File: src/rtl/sensor_fval_lval_gen_pkg.sv
// -----------------------------------------------------------------------------
// sensor_fval_lval_gen_pkg
// Shared definitions for the sensor frame/line timing generator:
//   - 3-bit state encoding of the timing FSM
//   - CNT_W, width of the position counters and the duration down-counter
//   - param_range_ok(), elaboration-time check that every timing parameter
//     lies in 1..65535 (a zero duration would underflow the down-counter load)
// -----------------------------------------------------------------------------
package sensor_fval_lval_gen_pkg;

   localparam int CNT_W = 16;

   localparam logic [2:0] ST_IDLE   = 3'd0;
   localparam logic [2:0] ST_LEAD   = 3'd1;
   localparam logic [2:0] ST_ACTIVE = 3'd2;
   localparam logic [2:0] ST_HBLANK = 3'd3;
   localparam logic [2:0] ST_TRAIL  = 3'd4;
   localparam logic [2:0] ST_VBLANK = 3'd5;

   // True when a single timing parameter fits the down-counter range.
   function automatic bit in_cnt_range(input int value);
      return (value >= 32'sd1) && (value <= 32'sd65535);
   endfunction

   // True when every timing parameter of the generator is legal.
   function automatic bit param_range_ok(input int h_active,
                                         input int h_blank,
                                         input int v_active,
                                         input int fval_lead,
                                         input int fval_trail,
                                         input int v_blank);
      return in_cnt_range(h_active)  && in_cnt_range(h_blank)    &&
             in_cnt_range(v_active)  && in_cnt_range(fval_lead)  &&
             in_cnt_range(fval_trail) && in_cnt_range(v_blank);
   endfunction

endpackage

File: src/rtl/sensor_fval_lval_gen.sv
// -----------------------------------------------------------------------------
// sensor_fval_lval_gen
// Frame/line timing generator feeding the raw-file pixel reader. Produces
// frame-valid / line-valid strobes, pixel and line position counters and a
// one-cycle frame-done pulse. Frames run continuously or one per trigger; a
// started frame always runs to completion (only reset can cut it short).
//
// Ports:
//   clk            in   clock
//   reset          in   asynchronous, active-high reset
//   i_enable       in   run enable, only looked at when a frame could start
//   i_trigger_mode in   0 = continuous, 1 = one frame per trigger
//   i_trigger      in   single-cycle trigger pulse
//   o_fval         out  frame valid (LEAD, ACTIVE, HBLANK, TRAIL)
//   o_lval         out  line valid (ACTIVE only)
//   ov_pix_cnt     out  pixel index inside the active line, else 0
//   ov_line_cnt    out  line index inside the frame, else 0
//   o_frame_done   out  pulse in the first clock after o_fval falls
// -----------------------------------------------------------------------------
module sensor_fval_lval_gen
   import sensor_fval_lval_gen_pkg::*;
#(
   parameter int H_ACTIVE   = 160,
   parameter int H_BLANK    = 32,
   parameter int V_ACTIVE   = 480,
   parameter int FVAL_LEAD  = 8,
   parameter int FVAL_TRAIL = 8,
   parameter int V_BLANK    = 1000
) (
   input  logic             clk,
   input  logic             reset,
   input  logic             i_enable,
   input  logic             i_trigger_mode,
   input  logic             i_trigger,
   output logic             o_fval,
   output logic             o_lval,
   output logic [CNT_W-1:0] ov_pix_cnt,
   output logic [CNT_W-1:0] ov_line_cnt,
   output logic             o_frame_done
);

   if (!param_range_ok(H_ACTIVE, H_BLANK, V_ACTIVE, FVAL_LEAD, FVAL_TRAIL, V_BLANK)) begin : g_param_check
      $error("sensor_fval_lval_gen: timing parameter outside 1..65535");
   end

   // Down-counter reload values: each state lasts (load + 1) clocks.
   localparam logic [CNT_W-1:0] LEAD_LOAD   = CNT_W'(FVAL_LEAD - 1);
   localparam logic [CNT_W-1:0] ACTIVE_LOAD = CNT_W'(H_ACTIVE - 1);
   localparam logic [CNT_W-1:0] HBLANK_LOAD = CNT_W'(H_BLANK - 1);
   localparam logic [CNT_W-1:0] TRAIL_LOAD  = CNT_W'(FVAL_TRAIL - 1);
   localparam logic [CNT_W-1:0] VBLANK_LOAD = CNT_W'(V_BLANK - 1);
   localparam logic [CNT_W-1:0] LINE_LAST   = CNT_W'(V_ACTIVE - 1);

   logic [2:0]       state_r;
   logic [2:0]       state_nxt_s;
   logic [CNT_W-1:0] dcnt_r;
   logic [CNT_W-1:0] dcnt_nxt_s;
   logic [CNT_W-1:0] pix_nxt_s;
   logic [CNT_W-1:0] line_nxt_s;
   logic             fval_nxt_s;
   logic             lval_nxt_s;
   logic             done_nxt_s;
   logic             trig_pend_r;
   logic             start_ok_s;
   logic             expire_s;
   logic             consume_s;

   assign start_ok_s = i_enable && (!i_trigger_mode || trig_pend_r);
   assign expire_s   = (dcnt_r == {CNT_W{1'b0}});
   // A pending trigger is used up only by a frame start made in trigger mode.
   assign consume_s  = i_trigger_mode && (state_nxt_s == ST_LEAD) && (state_r != ST_LEAD);

   // Next-state and duration counter: reload on every state entry, else count down.
   always_comb begin
      state_nxt_s = state_r;
      dcnt_nxt_s  = dcnt_r;
      case (state_r)
         ST_IDLE: begin
            if (start_ok_s) begin
               state_nxt_s = ST_LEAD;
               dcnt_nxt_s  = LEAD_LOAD;
            end else begin
               state_nxt_s = ST_IDLE;
               dcnt_nxt_s  = {CNT_W{1'b0}};
            end
         end
         ST_LEAD: begin
            if (expire_s) begin
               state_nxt_s = ST_ACTIVE;
               dcnt_nxt_s  = ACTIVE_LOAD;
            end else begin
               dcnt_nxt_s  = dcnt_r - {{(CNT_W-1){1'b0}}, 1'b1};
            end
         end
         ST_ACTIVE: begin
            if (expire_s && (ov_line_cnt == LINE_LAST)) begin
               state_nxt_s = ST_TRAIL;
               dcnt_nxt_s  = TRAIL_LOAD;
            end else if (expire_s) begin
               state_nxt_s = ST_HBLANK;
               dcnt_nxt_s  = HBLANK_LOAD;
            end else begin
               dcnt_nxt_s  = dcnt_r - {{(CNT_W-1){1'b0}}, 1'b1};
            end
         end
         ST_HBLANK: begin
            if (expire_s) begin
               state_nxt_s = ST_ACTIVE;
               dcnt_nxt_s  = ACTIVE_LOAD;
            end else begin
               dcnt_nxt_s  = dcnt_r - {{(CNT_W-1){1'b0}}, 1'b1};
            end
         end
         ST_TRAIL: begin
            if (expire_s) begin
               state_nxt_s = ST_VBLANK;
               dcnt_nxt_s  = VBLANK_LOAD;
            end else begin
               dcnt_nxt_s  = dcnt_r - {{(CNT_W-1){1'b0}}, 1'b1};
            end
         end
         ST_VBLANK: begin
            // Back-to-back frames go straight to LEAD with no IDLE cycle.
            if (expire_s && start_ok_s) begin
               state_nxt_s = ST_LEAD;
               dcnt_nxt_s  = LEAD_LOAD;
            end else if (expire_s) begin
               state_nxt_s = ST_IDLE;
               dcnt_nxt_s  = {CNT_W{1'b0}};
            end else begin
               dcnt_nxt_s  = dcnt_r - {{(CNT_W-1){1'b0}}, 1'b1};
            end
         end
         default: begin
            state_nxt_s = ST_IDLE;
            dcnt_nxt_s  = {CNT_W{1'b0}};
         end
      endcase
   end

   // Output values for the coming cycle, derived from the next state so the
   // registered outputs switch on the same edge as the state register.
   always_comb begin
      fval_nxt_s = 1'b0;
      lval_nxt_s = 1'b0;
      done_nxt_s = 1'b0;
      pix_nxt_s  = {CNT_W{1'b0}};
      line_nxt_s = {CNT_W{1'b0}};
      case (state_nxt_s)
         ST_LEAD: begin
            fval_nxt_s = 1'b1;
         end
         ST_ACTIVE: begin
            fval_nxt_s = 1'b1;
            lval_nxt_s = 1'b1;
            if (state_r == ST_ACTIVE) begin
               pix_nxt_s = ov_pix_cnt + {{(CNT_W-1){1'b0}}, 1'b1};
            end else begin
               pix_nxt_s = {CNT_W{1'b0}};
            end
            if (state_r == ST_HBLANK) begin
               line_nxt_s = ov_line_cnt + {{(CNT_W-1){1'b0}}, 1'b1};
            end else begin
               line_nxt_s = ov_line_cnt;
            end
         end
         ST_HBLANK, ST_TRAIL: begin
            fval_nxt_s = 1'b1;
            line_nxt_s = ov_line_cnt;
         end
         ST_VBLANK: begin
            done_nxt_s = (state_r == ST_TRAIL);
         end
         default: begin
            fval_nxt_s = 1'b0;
         end
      endcase
   end

   // State, duration counter and all registered outputs.
   always_ff @(posedge clk or posedge reset) begin
      if (reset) begin
         state_r      <= ST_IDLE;
         dcnt_r       <= {CNT_W{1'b0}};
         o_fval       <= 1'b0;
         o_lval       <= 1'b0;
         o_frame_done <= 1'b0;
         ov_pix_cnt   <= {CNT_W{1'b0}};
         ov_line_cnt  <= {CNT_W{1'b0}};
      end else begin
         state_r      <= state_nxt_s;
         dcnt_r       <= dcnt_nxt_s;
         o_fval       <= fval_nxt_s;
         o_lval       <= lval_nxt_s;
         o_frame_done <= done_nxt_s;
         ov_pix_cnt   <= pix_nxt_s;
         ov_line_cnt  <= line_nxt_s;
      end
   end

   // Pending trigger: a new trigger wins over consumption, so one arriving in
   // the consuming cycle stays pending; a second trigger while set is lost.
   always_ff @(posedge clk or posedge reset) begin
      if (reset) begin
         trig_pend_r <= 1'b0;
      end else if (i_trigger) begin
         trig_pend_r <= 1'b1;
      end else if (consume_s) begin
         trig_pend_r <= 1'b0;
      end else begin
         trig_pend_r <= trig_pend_r;
      end
   end

endmodule
File: config.mk
export PLATFORM = sky130hd
export DESIGN_NAME = sensor_fval_lval_gen
export DESIGN_NICKNAME = d
export VERILOG_FILES = /design/src/rtl/sensor_fval_lval_gen_pkg.sv /design/src/rtl/sensor_fval_lval_gen.sv
export SDC_FILE = /design/constraint.sdc
export NUM_CORES = 1
export LEC_CHECK = 0
export BUFFER_PORTS_ARGS = -buffer_cell sky130_fd_sc_hd__buf_4
export CELL_PAD_IN_SITES_DETAIL_PLACEMENT = 0
export CELL_PAD_IN_SITES_GLOBAL_PLACEMENT = 2
export CORE_UTILIZATION = 25
export DETAILED_ROUTE_END_ITERATION = 12
export HOLD_SLACK_MARGIN = 0.05
export PLACE_DENSITY_LB_ADDON = 0.1
export SKIP_CTS_REPAIR_TIMING = 1
export SYNTH_ARGS = -nofsm -noshare
export SYNTH_HDL_FRONTEND = slang
export SYNTH_SLANG_ARGS = --single-unit
File: constraint.sdc
create_clock -name clk -period 5.9 [get_ports clk]
set_clock_uncertainty 0.05 [all_clocks]
set_input_delay 1.18 -clock clk [delete_from_list [all_inputs] [get_ports clk]]
set_output_delay 1.18 -clock clk [all_outputs]
set_load 0.02 [all_outputs]
==> out/results.ini, run 1 <==
[min_path]
holdCritPathClass = reg2reg

[sta]
final.min_clock_period_ps = 2660
hold_ws_ps = 423
hold_viol_final = 0
period_share_pct = 45.2
maxSlewViolCount = 0
finalSetupTns_ps = 0
fmax_mhz = 375
rsz0062_at_grt = false
worst_slew_pin_slew_ps = 777
setup_viol = 0
max-slew-margin-rel_pct = 48.0

[die]
ios = 40
start_util_pct = 25.6
die_h_um = 113
rows = 40
fp.dieArea_um2 = 12700
coreArea_um2 = 12000
die_x_um = 113

[placed_design]
port-buffer-count = 39
dp.cells = 501
dpl.hpwl_um = 5730
place_congestion = 0.727
dpl-instance-area_um2 = 3510

[global_routing]
grt_remaining_overflow = 0
grt_pass1_wl_um = 13700
grt_use_total_pct = 14.0
grt_max_degree = 56
antenna_found_initial = 0
grt_pass1_vias = 2497

[finish]
finalNetCount = 369
layout-drive-gt1-share_pct = 17.7
fillers = 1257
area_delta_synth_final_pct = 19.4
layoutNonFillerInstCount = 509
diodes = 0
final_area_um2 = 3650

[route]
wire_per_inst_um = 16.1
routed_via_density = 4.88
first_iter_violations = 122
drt-pass1-iter-count = 5
drt_wl_total_um = 8220
ant_nets = 0
dr_total_vias = 2484
drc = 0

[setup_path]
path_max_fanout = 26
worst-setup-path-type = reg2reg
cpMaxStageDelayCell = nor2_1
endpoint_kind = flop
start_kind = flop
critPathArrivalTime_ps = 2840
worst_path_largest_cell_delay_ps = 640
cp.required_ps = 6080
path_cells = inv_1 -> ha_1 -> nor4b_2 -> nand4_2 -> buf_4 -> nor2_1 -> and4_1 -> a31oi_1 -> o21ai_0

[synthesis]
synthArstFlopShare_pct = 100
syn_nets = 332
seq_area_frac_synth_pct = 45.0
ys_types = 54
synthFlopType = dfrtp_1
postSynthCellCount = 324
synth-seq-cells = 55
syn-cell-area_um2 = 3060
yosys_warnings = 0
syn_avg_cell_area_um2 = 9.44
synth_edf_count = 0

[clock_network]
clk_path_buf_depth = 2
root_buffer = clkbuf_16
worstSkewPairLatency_ps = 310
cts.sink_count = 55
cts-buffers-inserted = 5
cts_tree = done
htree_levels = 2
clk_pin_slew_ps = 70

[flow_run]
cap_violations = 0

[pwr]
power_density_nw_per_um2 = 318
switchingPower_w = 0.000417
pwr-share-seq_pct = 45.1
p_comb_share_pct = 27.7
ir_worst_vdd_uv = 114
p_clk_share_pct = 27.2
p_sw_share_pct = 36.0
p_int_w = 0.000743
p_leak_nw = 1.49

[run_status]
status = finished, final reports clean

## layer usage
layer,track usage (%),wire [µm]
met1,19.4,4190
met4,5.60,129
met3,2.70,256
met2,21.4,3640
met5,0,0
## cells in the mapped netlist (all sizes together) (3+ instances only)
cell type / instances / area share, %
a22o: 3 / 0.86
nand2b: 3 / 0.61
o211ai: 3 / 0.74
o22ai: 3 / 0.61
clkbuf: 9 / 1.1
inv: 8 / 0.98
xnor2: 16 / 4.6
nand3: 9 / 1.5
and2: 6 / 1.2
nor2: 40 / 4.9
o21ai: 15 / 2.5
a21oi: 22 / 4.1
nor3: 7 / 1.1
nor2b: 3 / 0.61
and3: 8 / 1.6
ha: 3 / 1.2
dfrtp: 55 / 45
nand4: 9 / 2.3
or4: 4 / 1.1
or3: 9 / 1.8
nor4: 4 / 1.8
nand2: 29 / 3.6
mux2i: 4 / 1.3
xor2: 11 / 3.2
and4: 5 / 1.4
a31oi: 8 / 1.6
## critical path: cells and delay by family, from the launching register on
family	cells	cell delay (ps)
AO/OA/AOI/OAI	2	160
adder cells (fa/ha/maj)	1	270
buffers and inverters	2	320
flip-flops	1	430
AND/OR/NAND/NOR	4	1330
## cell usage in the layout, fill, tap and decap left out, drive strengths merged, types with 5 or more instances in the layout
master and n:
nor2 40, nand2 29, buf 41, nand4 9, dfrtp 55, nand3 9, a31oi 8, xnor2 16
and4 5, and2 6, inv 9, a21oi 22, clkbuf 6, and3 8, or3 9, nor3 7
xor2 11, o21ai 15
## power groups by stage
stage | logic, W | registers (W) | clock network, W
global placement | 0.000323 | 0.000529 | 0
global route | 0.000362 | 0.000536 | 0.000344
finish | 0.000321 | 0.000524 | 0.000316
floorplan | 0.000264 | 0.000504 | 0
detailed placement | 0.000323 | 0.000532 | 0
CTS | 0.000325 | 0.000525 | 0.000331
## cells by family (layout without fill, tap and decap cells)
group	count (synthesis)	after routing	share of synthesized area (%)
AO/OA/AOI/OAI	72	72	16.2
XOR/XNOR	27	27	7.73
adder cells (fa/ha/maj)	3	3	1.23
buffers and inverters	19	57	2.41
flip-flops	55	55	45.0
multiplexers	6	6	2.05
AND/OR/NAND/NOR	142	142	25.4
## state kept, by name, indices dropped and copies added (netlist names)
| signal | count |
|---|---|
| o_frame_done | 1 |
| dcnt_r | 16 |
| o_lval | 1 |
| ov_pix_cnt | 16 |
| trig_pend_r | 1 |
| o_fval | 1 |
| ov_line_cnt | 16 |
| state_r | 3 |
## layout make-up
cell class	count	area, µm²	area share, %
Inverter	8	30.0	0.822
Sequential cell	55	1380	37.7
Clock buffer	6	129	3.53
Clock inverter	2	16.3	0.446
Timing Repair Buffer	41	308	8.43
Multi-Input combinational cell	250	1610	44.0
Tap cell	147	184	5.04
## through the flow
stage	util, %	total power [W]	setup WS, ps
floorplan	-	0.000768	3330
global placement	29.3	0.000852	3310
detailed placement	29.3	0.000855	3230
CTS	30.5	0.00118	3220
global route	30.5	0.00124	3020
finish	30.5	0.00116	3240
## path summary, 6_finish.rpt
check	startpoint	end	slack, ps	depth (start not counted)
setup / recovery	dcnt_r[0]	ov_line_cnt[9]	3240	9
hold / removal	trig_pend_r	trig_pend_r	420	1
max in group asynchronous	reset	dcnt_r[0]	4280	3
setup reg to reg	dcnt_r[0]	ov_line_cnt[9]	3240	9
hold reg to reg	trig_pend_r	trig_pend_r	420	1
min in group asynchronous	reset	ov_line_cnt[13]	1020	3
(Power assumes the default switching activity.)
==> inputs of run 2 (changes only) <==
==> constraint.sdc (replaced) <==
create_clock -name clk -period 2.8 [get_ports clk]
set_clock_uncertainty 0.05 [all_clocks]
set_input_delay 0.56 -clock clk [delete_from_list [all_inputs] [get_ports clk]]
set_output_delay 0.56 -clock clk [all_outputs]
set_load 0.02 [all_outputs]
==> out/results.ini, run 2 (synthesis gave the netlist of run 1 again) <==
[setup_path]
cp.required_ps = 2950  ; -3130 ps
crit_path_start = dcnt_r[10]
timing.rr.end = ov_line_cnt[5]
r2r_slack_ps = 410  ; -2830 ps
r2r-start = dcnt_r[10]
cp_num_cells = 6  ; -3
critPathArrivalTime_ps = 2540  ; -300 ps
endpoint_kind = flop
path_cells = nor4_1 -> and4_1 -> nand2_1 -> o22ai_1 -> o211ai_1 -> o311ai_1
worstRegToRegCells = 6  ; -3
path_max_fanout = 7  ; -73%
worst_path_largest_cell_delay_ps = 520  ; -120 ps
critPathTopFamily = simple AND/OR/NAND/NOR gates
cpMaxStageDelayCell = o22ai_1
worstSetupEndpoint = ov_line_cnt[5]
worst-setup-path-type = reg2reg
path_buf_inv = 0  ; -2
start_kind = flop

[finish]
fillers = 1230  ; -2.1%
reg_top3 = dcnt_r x16, ov_line_cnt x16, ov_pix_cnt x16
ff_latch_area_um2 = 1380  ; unchanged
layout_common_cells = 55 x dfrtp_1, 49 x buf_4, 40 x nor2_1
diodes = 0  ; unchanged
area_delta_synth_final_pct = 23.4
layout-drive-gt1-share_pct = 19.7  ; +2.0 points
layout_commonest_cell = dfrtp_1
finalNetCount = 378  ; +2.4%
multi_input_comb_area_um2 = 1610  ; unchanged

[clock_network]
worstSkewPairLatency_ps = 300  ; about the same
clk_pin_slew_ps = 70  ; about the same
root_buffer = clkbuf_16
htree_levels = 2  ; unchanged
cts-buffers-inserted = 5  ; unchanged
cts.sink_count = 55  ; unchanged
clk_path_buf_depth = 2  ; unchanged
cts_tree = done

[die]
die_h_um = 113  ; unchanged
fp.dieArea_um2 = 12700  ; unchanged
rows = 40  ; unchanged
coreArea_um2 = 12000  ; unchanged
ios = 40  ; unchanged
die_x_um = 113  ; unchanged
start_util_pct = 25.6  ; unchanged

[global_routing]
grt_remaining_overflow = 0  ; unchanged
grt_use_total_pct = 14.3  ; +0.36 points
grt_pass1_vias = 2507  ; +0.40%
grt_max_degree = 33  ; -41%
antenna_found_initial = 0  ; unchanged
grt_pass1_wl_um = 13900  ; +1.9%

[route]
drt_wl_total_um = 8500  ; +3.5%
dr_total_vias = 2621  ; +5.5%
ant_nets = 0  ; unchanged
first_iter_violations = 169  ; +39%
routed_via_density = 5.06  ; +3.7%
drc = 1  ; +1
wire_per_inst_um = 16.4  ; +1.7%
drt-pass1-iter-count = 9  ; +4

[pwr]
power_density_nw_per_um2 = 694  ; +120%
switchingPower_w = 0.000867  ; +110%
p_comb_share_pct = 26.3  ; -1.4 points
p_sw_share_pct = 33.1  ; -2.9 points
p_int_w = 0.00175  ; +140%
pwr-share-seq_pct = 42.2  ; -2.9 points
p_leak_nw = 1.57  ; +5.0%
p_clk_share_pct = 31.5  ; +4.3 points
ir_worst_vdd_uv = 255  ; +120%
power.total_w = 0.00262  ; +130%

[sta]
maxSlewViolCount = 0  ; unchanged
max-slew-margin-rel_pct = 59.8  ; +12 points
hold_viol_final = 0  ; unchanged
setup_viol = 0  ; unchanged
rsz0062_at_grt = false
final.min_clock_period_ps = 2390  ; -273 ps
finalSetupTns_ps = 0  ; unchanged
worst_slew_pin_slew_ps = 598  ; -179 ps
fmax_mhz = 418  ; +11%
period_share_pct = 85.4  ; +40 points

[run_status]
status = finished with violations
violations = DRC

[placed_design]
place_congestion = 0.713  ; -1.8%
port-buffer-count = 39  ; unchanged
dpl.hpwl_um = 6140  ; +7.2%

[flow_run]
cap_violations = 0  ; unchanged

[min_path]
holdCritPathClass = in2async

[run 2: worst reg2reg max path: cells and delay by family, from the launching register on]
family,cells,cell delay [ps]
simple gates,3,1010
flops,1,420
compound gates,3,800
[run 2: how the worst min path moves through the flow]
stage / start / end / slack, ps / cells past startpoint
3_5_place_dp: trig_pend_r / trig_pend_r / 410 / 1
2_1_floorplan: trig_pend_r / trig_pend_r / 390 / 1
4_1_cts: reset / ov_line_cnt[15] / 290 / 2
5_1_grt: reset / ov_line_cnt[15] / 310 / 2
3_3_place_gp: trig_pend_r / trig_pend_r / 400 / 1
6_report: reset / ov_line_cnt[15] / 270 / 2
[run 2: stage by stage]
step | area (µm²) | hold WS (ps) | instances | utilization [%] | setup WS, ps
CTS | 3770 | 289 | 518 | 31.6 | 341
floorplan | 3060 | 390 | 324 | - | 578
global placement | 3590 | 405 | 510 | 30.0 | 295
finish | 3770 | 271 | 518 | 31.6 | 408
detailed placement | 3590 | 406 | 510 | 30.0 | 365
global route | 3770 | 313 | 518 | 31.6 | 159
[run 2: area by class of cell]
class                   instances  area share [%]
multi-input cells             250            42.6
flip-flops and latches         55            36.5
repair buffers                 50            10.3
well taps                     147            4.87
clock buffers                   6            3.41
clock inverters                 2            1.59
inverters                       8           0.795
[run 2: layer usage]
layer | part of all wire (%) | GRT usage (%) | up-vias
met2 | 44 | 20.9 | 53
met3 | 3.4 | 2.59 | 9
met4 | 1.6 | 5.78 | 0
met5 | 0 | 0 | -
li1 | - | - | 1267
met1 | 51 | 20.8 | 1292
[run 2: power by group through the flow]
stage          clock network (W)  logic, W  registers, W
2_1_floorplan                  0  0.000557       0.00106
3_3_place_gp                   0  0.000703       0.00113
3_5_place_dp                   0  0.000696       0.00112
4_1_cts                 0.000859  0.000701       0.00111
5_1_grt                 0.000882  0.000786       0.00113
6_report                0.000825  0.000690       0.00111
==> inputs of run 3 (changes only) <==
--- a/config.mk
+++ b/config.mk
@@ -9,6 +9,7 @@
 export CELL_PAD_IN_SITES_DETAIL_PLACEMENT = 0
 export CELL_PAD_IN_SITES_GLOBAL_PLACEMENT = 2
 export CORE_UTILIZATION = 25
+export CTS_BUF_LIST = sky130_fd_sc_hd__clkbuf_8
 export DETAILED_ROUTE_END_ITERATION = 12
 export HOLD_SLACK_MARGIN = 0.05
 export PLACE_DENSITY_LB_ADDON = 0.1
==> out/results.ini, run 3 (synthesis gave the netlist of run 1 again) <==
[run_status]
status = finished with violations
violations = DRC

[finish]
fin_util_pct = 31.1  ; -0.47 points
layoutNonFillerInstCount = 518  ; unchanged
final_area_um2 = 3720  ; -1.5%
reg_top3 = dcnt_r x16, ov_line_cnt x16, ov_pix_cnt x16
layout_common_cells = 55 x dfrtp_1, 49 x buf_4, 40 x nor2_1
area_delta_synth_final_pct = 21.6
fillers = 1239  ; +0.73%
layout-drive-gt1-share_pct = 19.7  ; unchanged
layout_commonest_cell = dfrtp_1
ff_latch_area_um2 = 1380  ; unchanged
finalNetCount = 378  ; unchanged
diodes = 0  ; unchanged
multi_input_comb_area_um2 = 1610  ; unchanged

[clock_network]
worstSkewPairLatency_ps = 330  ; +30 ps
htree_levels = 2  ; unchanged
clk_path_buf_depth = 2  ; unchanged
cts-buffers-inserted = 5  ; unchanged
root_buffer = clkbuf_8
cts.sink_count = 55  ; unchanged
cts_tree = done
clk_pin_slew_ps = 110  ; +40 ps

[route]
wire_per_inst_um = 16.4  ; about the same
drt_wl_total_um = 8510  ; about the same
ant_nets = 0  ; unchanged
drc = 1  ; unchanged
routed_via_density = 5.01  ; -0.92%
dr_total_vias = 2597  ; -0.92%
drt-pass1-iter-count = 8  ; -1
first_iter_violations = 143  ; -15%

[global_routing]
grt_use_total_pct = 14.3  ; -0.070 points
antenna_found_initial = 0  ; unchanged
grt_pass1_vias = 2490  ; -0.68%
grt_remaining_overflow = 0  ; unchanged
grt_max_degree = 33  ; unchanged
grt_pass1_wl_um = 13900  ; -0.15%

[sta]
maxSlewViolCount = 0  ; unchanged
period_share_pct = 86.9  ; +1.5 points
fmax_mhz = 411  ; -1.8%
hold_viol_final = 0  ; unchanged
worst_slew_pin_slew_ps = 625  ; +26.6 ps
final.min_clock_period_ps = 2430  ; +42.7 ps
hold_ws_ps = 235  ; -35.6 ps
setup_viol = 0  ; unchanged
finalSetupTns_ps = 0  ; unchanged
rsz0062_at_grt = false
max-slew-margin-rel_pct = 58.3  ; -1.5 points

[setup_path]
cpMaxStageDelayCell = o22ai_1
critPathArrivalTime_ps = 2610  ; +70 ps
path_cells = nor4_1 -> and4_1 -> nand2_1 -> o22ai_1 -> o211ai_1 -> o311ai_1
crit_path_start = dcnt_r[10]
r2r-start = dcnt_r[10]
worst_path_largest_cell_delay_ps = 530  ; about the same
start_kind = flop
endpoint_kind = flop
worst-setup-path-type = reg2reg
path_max_fanout = 7  ; unchanged
cp.required_ps = 2980  ; +30 ps

[pwr]
p_sw_share_pct = 34.9  ; +1.8 points
pwr-share-seq_pct = 45.3  ; +3.1 points
p_clk_share_pct = 26.5  ; -5.0 points
ir_worst_vdd_uv = 236  ; -7.4%
p_comb_share_pct = 28.2  ; +1.9 points
switchingPower_w = 0.000853  ; -1.7%
p_int_w = 0.00159  ; -9.1%
power_density_nw_per_um2 = 658  ; -5.2%
p_leak_nw = 1.55  ; -1.4%

[die]
ios = 40  ; unchanged
fp.dieArea_um2 = 12700  ; unchanged
die_h_um = 113  ; unchanged
coreArea_um2 = 12000  ; unchanged
die_x_um = 113  ; unchanged
rows = 40  ; unchanged
start_util_pct = 25.6  ; unchanged

[min_path]
holdCritPathClass = in2async

[placed_design]
port-buffer-count = 39  ; unchanged
place_congestion = 0.713  ; unchanged
dpl-instance-area_um2 = 3590  ; unchanged
dp.cells = 510  ; unchanged
dpl.hpwl_um = 6140  ; unchanged

[flow_run]
cap_violations = 0  ; unchanged

## run 3: cell types whose count changed in the layout (fill, tap and decap cells not counted), sizes merged
| cell | previous run | this run |
|---|---|---|
| inv | 8 | 9 |
| clkbuf | 6 | 5 |
## run 3: routing by layer
layer | vias to the layer above | share of wire [%] | track usage (%) | wire (µm)
met1 | 1295 | 52 | 20.7 | 4460
met3 | 6 | 3.0 | 3.40 | 258
met2 | 35 | 43 | 21.1 | 3690
met5 | - | 0 | 0 | 0
li1 | 1261 | - | - | -
met4 | 0 | 1.1 | 3.91 | 93
## run 3: final timing paths
path                                   end  slack [ps]  depth (start not counted)
setup reg to reg            ov_line_cnt[5]         370                          6
hold reg to reg                trig_pend_r         430                          1
max in group asynchronous    ov_pix_cnt[7]        1890                          3
hold / removal             ov_line_cnt[15]         240                          2
min in group clk               trig_pend_r         350                          2
setup / recovery            ov_line_cnt[5]         370                          6
## run 3: power groups by stage
stage	registers, W	logic (W)	clock network (W)
2_1_floorplan	0.00106	0.000557	0
3_3_place_gp	0.00113	0.000703	0
3_5_place_dp	0.00112	0.000696	0
4_1_cts	0.00111	0.000700	0.000686
5_1_grt	0.00113	0.000786	0.000702
6_report	0.00111	0.000691	0.000648
## run 3: critical path: cells and delay by family, from the launching register on
| family | cells | cell delay [ps] |
|---|---|---|
| simple gates | 3 | 1020 |
| flops | 1 | 430 |
| compound gates | 3 | 820 |
## run 3: layout make-up
| class | instances | share of cell area [%] |
|---|---|---|
| multi-input combinational | 250 | 43.2 |
| sequential | 55 | 37.0 |
| inverter | 8 | 0.808 |
| timing repair buffer | 50 | 10.4 |
| clock buffer | 5 | 1.85 |
| clock inverter | 3 | 1.72 |
| tap | 147 | 4.95 |
## run 3: through the flow
step           worst slack, ps  total power [W]
3_3_place_gp               295          0.00183
3_5_place_dp               365          0.00182
2_1_floorplan              578          0.00162
6_report                   365          0.00245
4_1_cts                    335          0.00249
5_1_grt                    146          0.00262
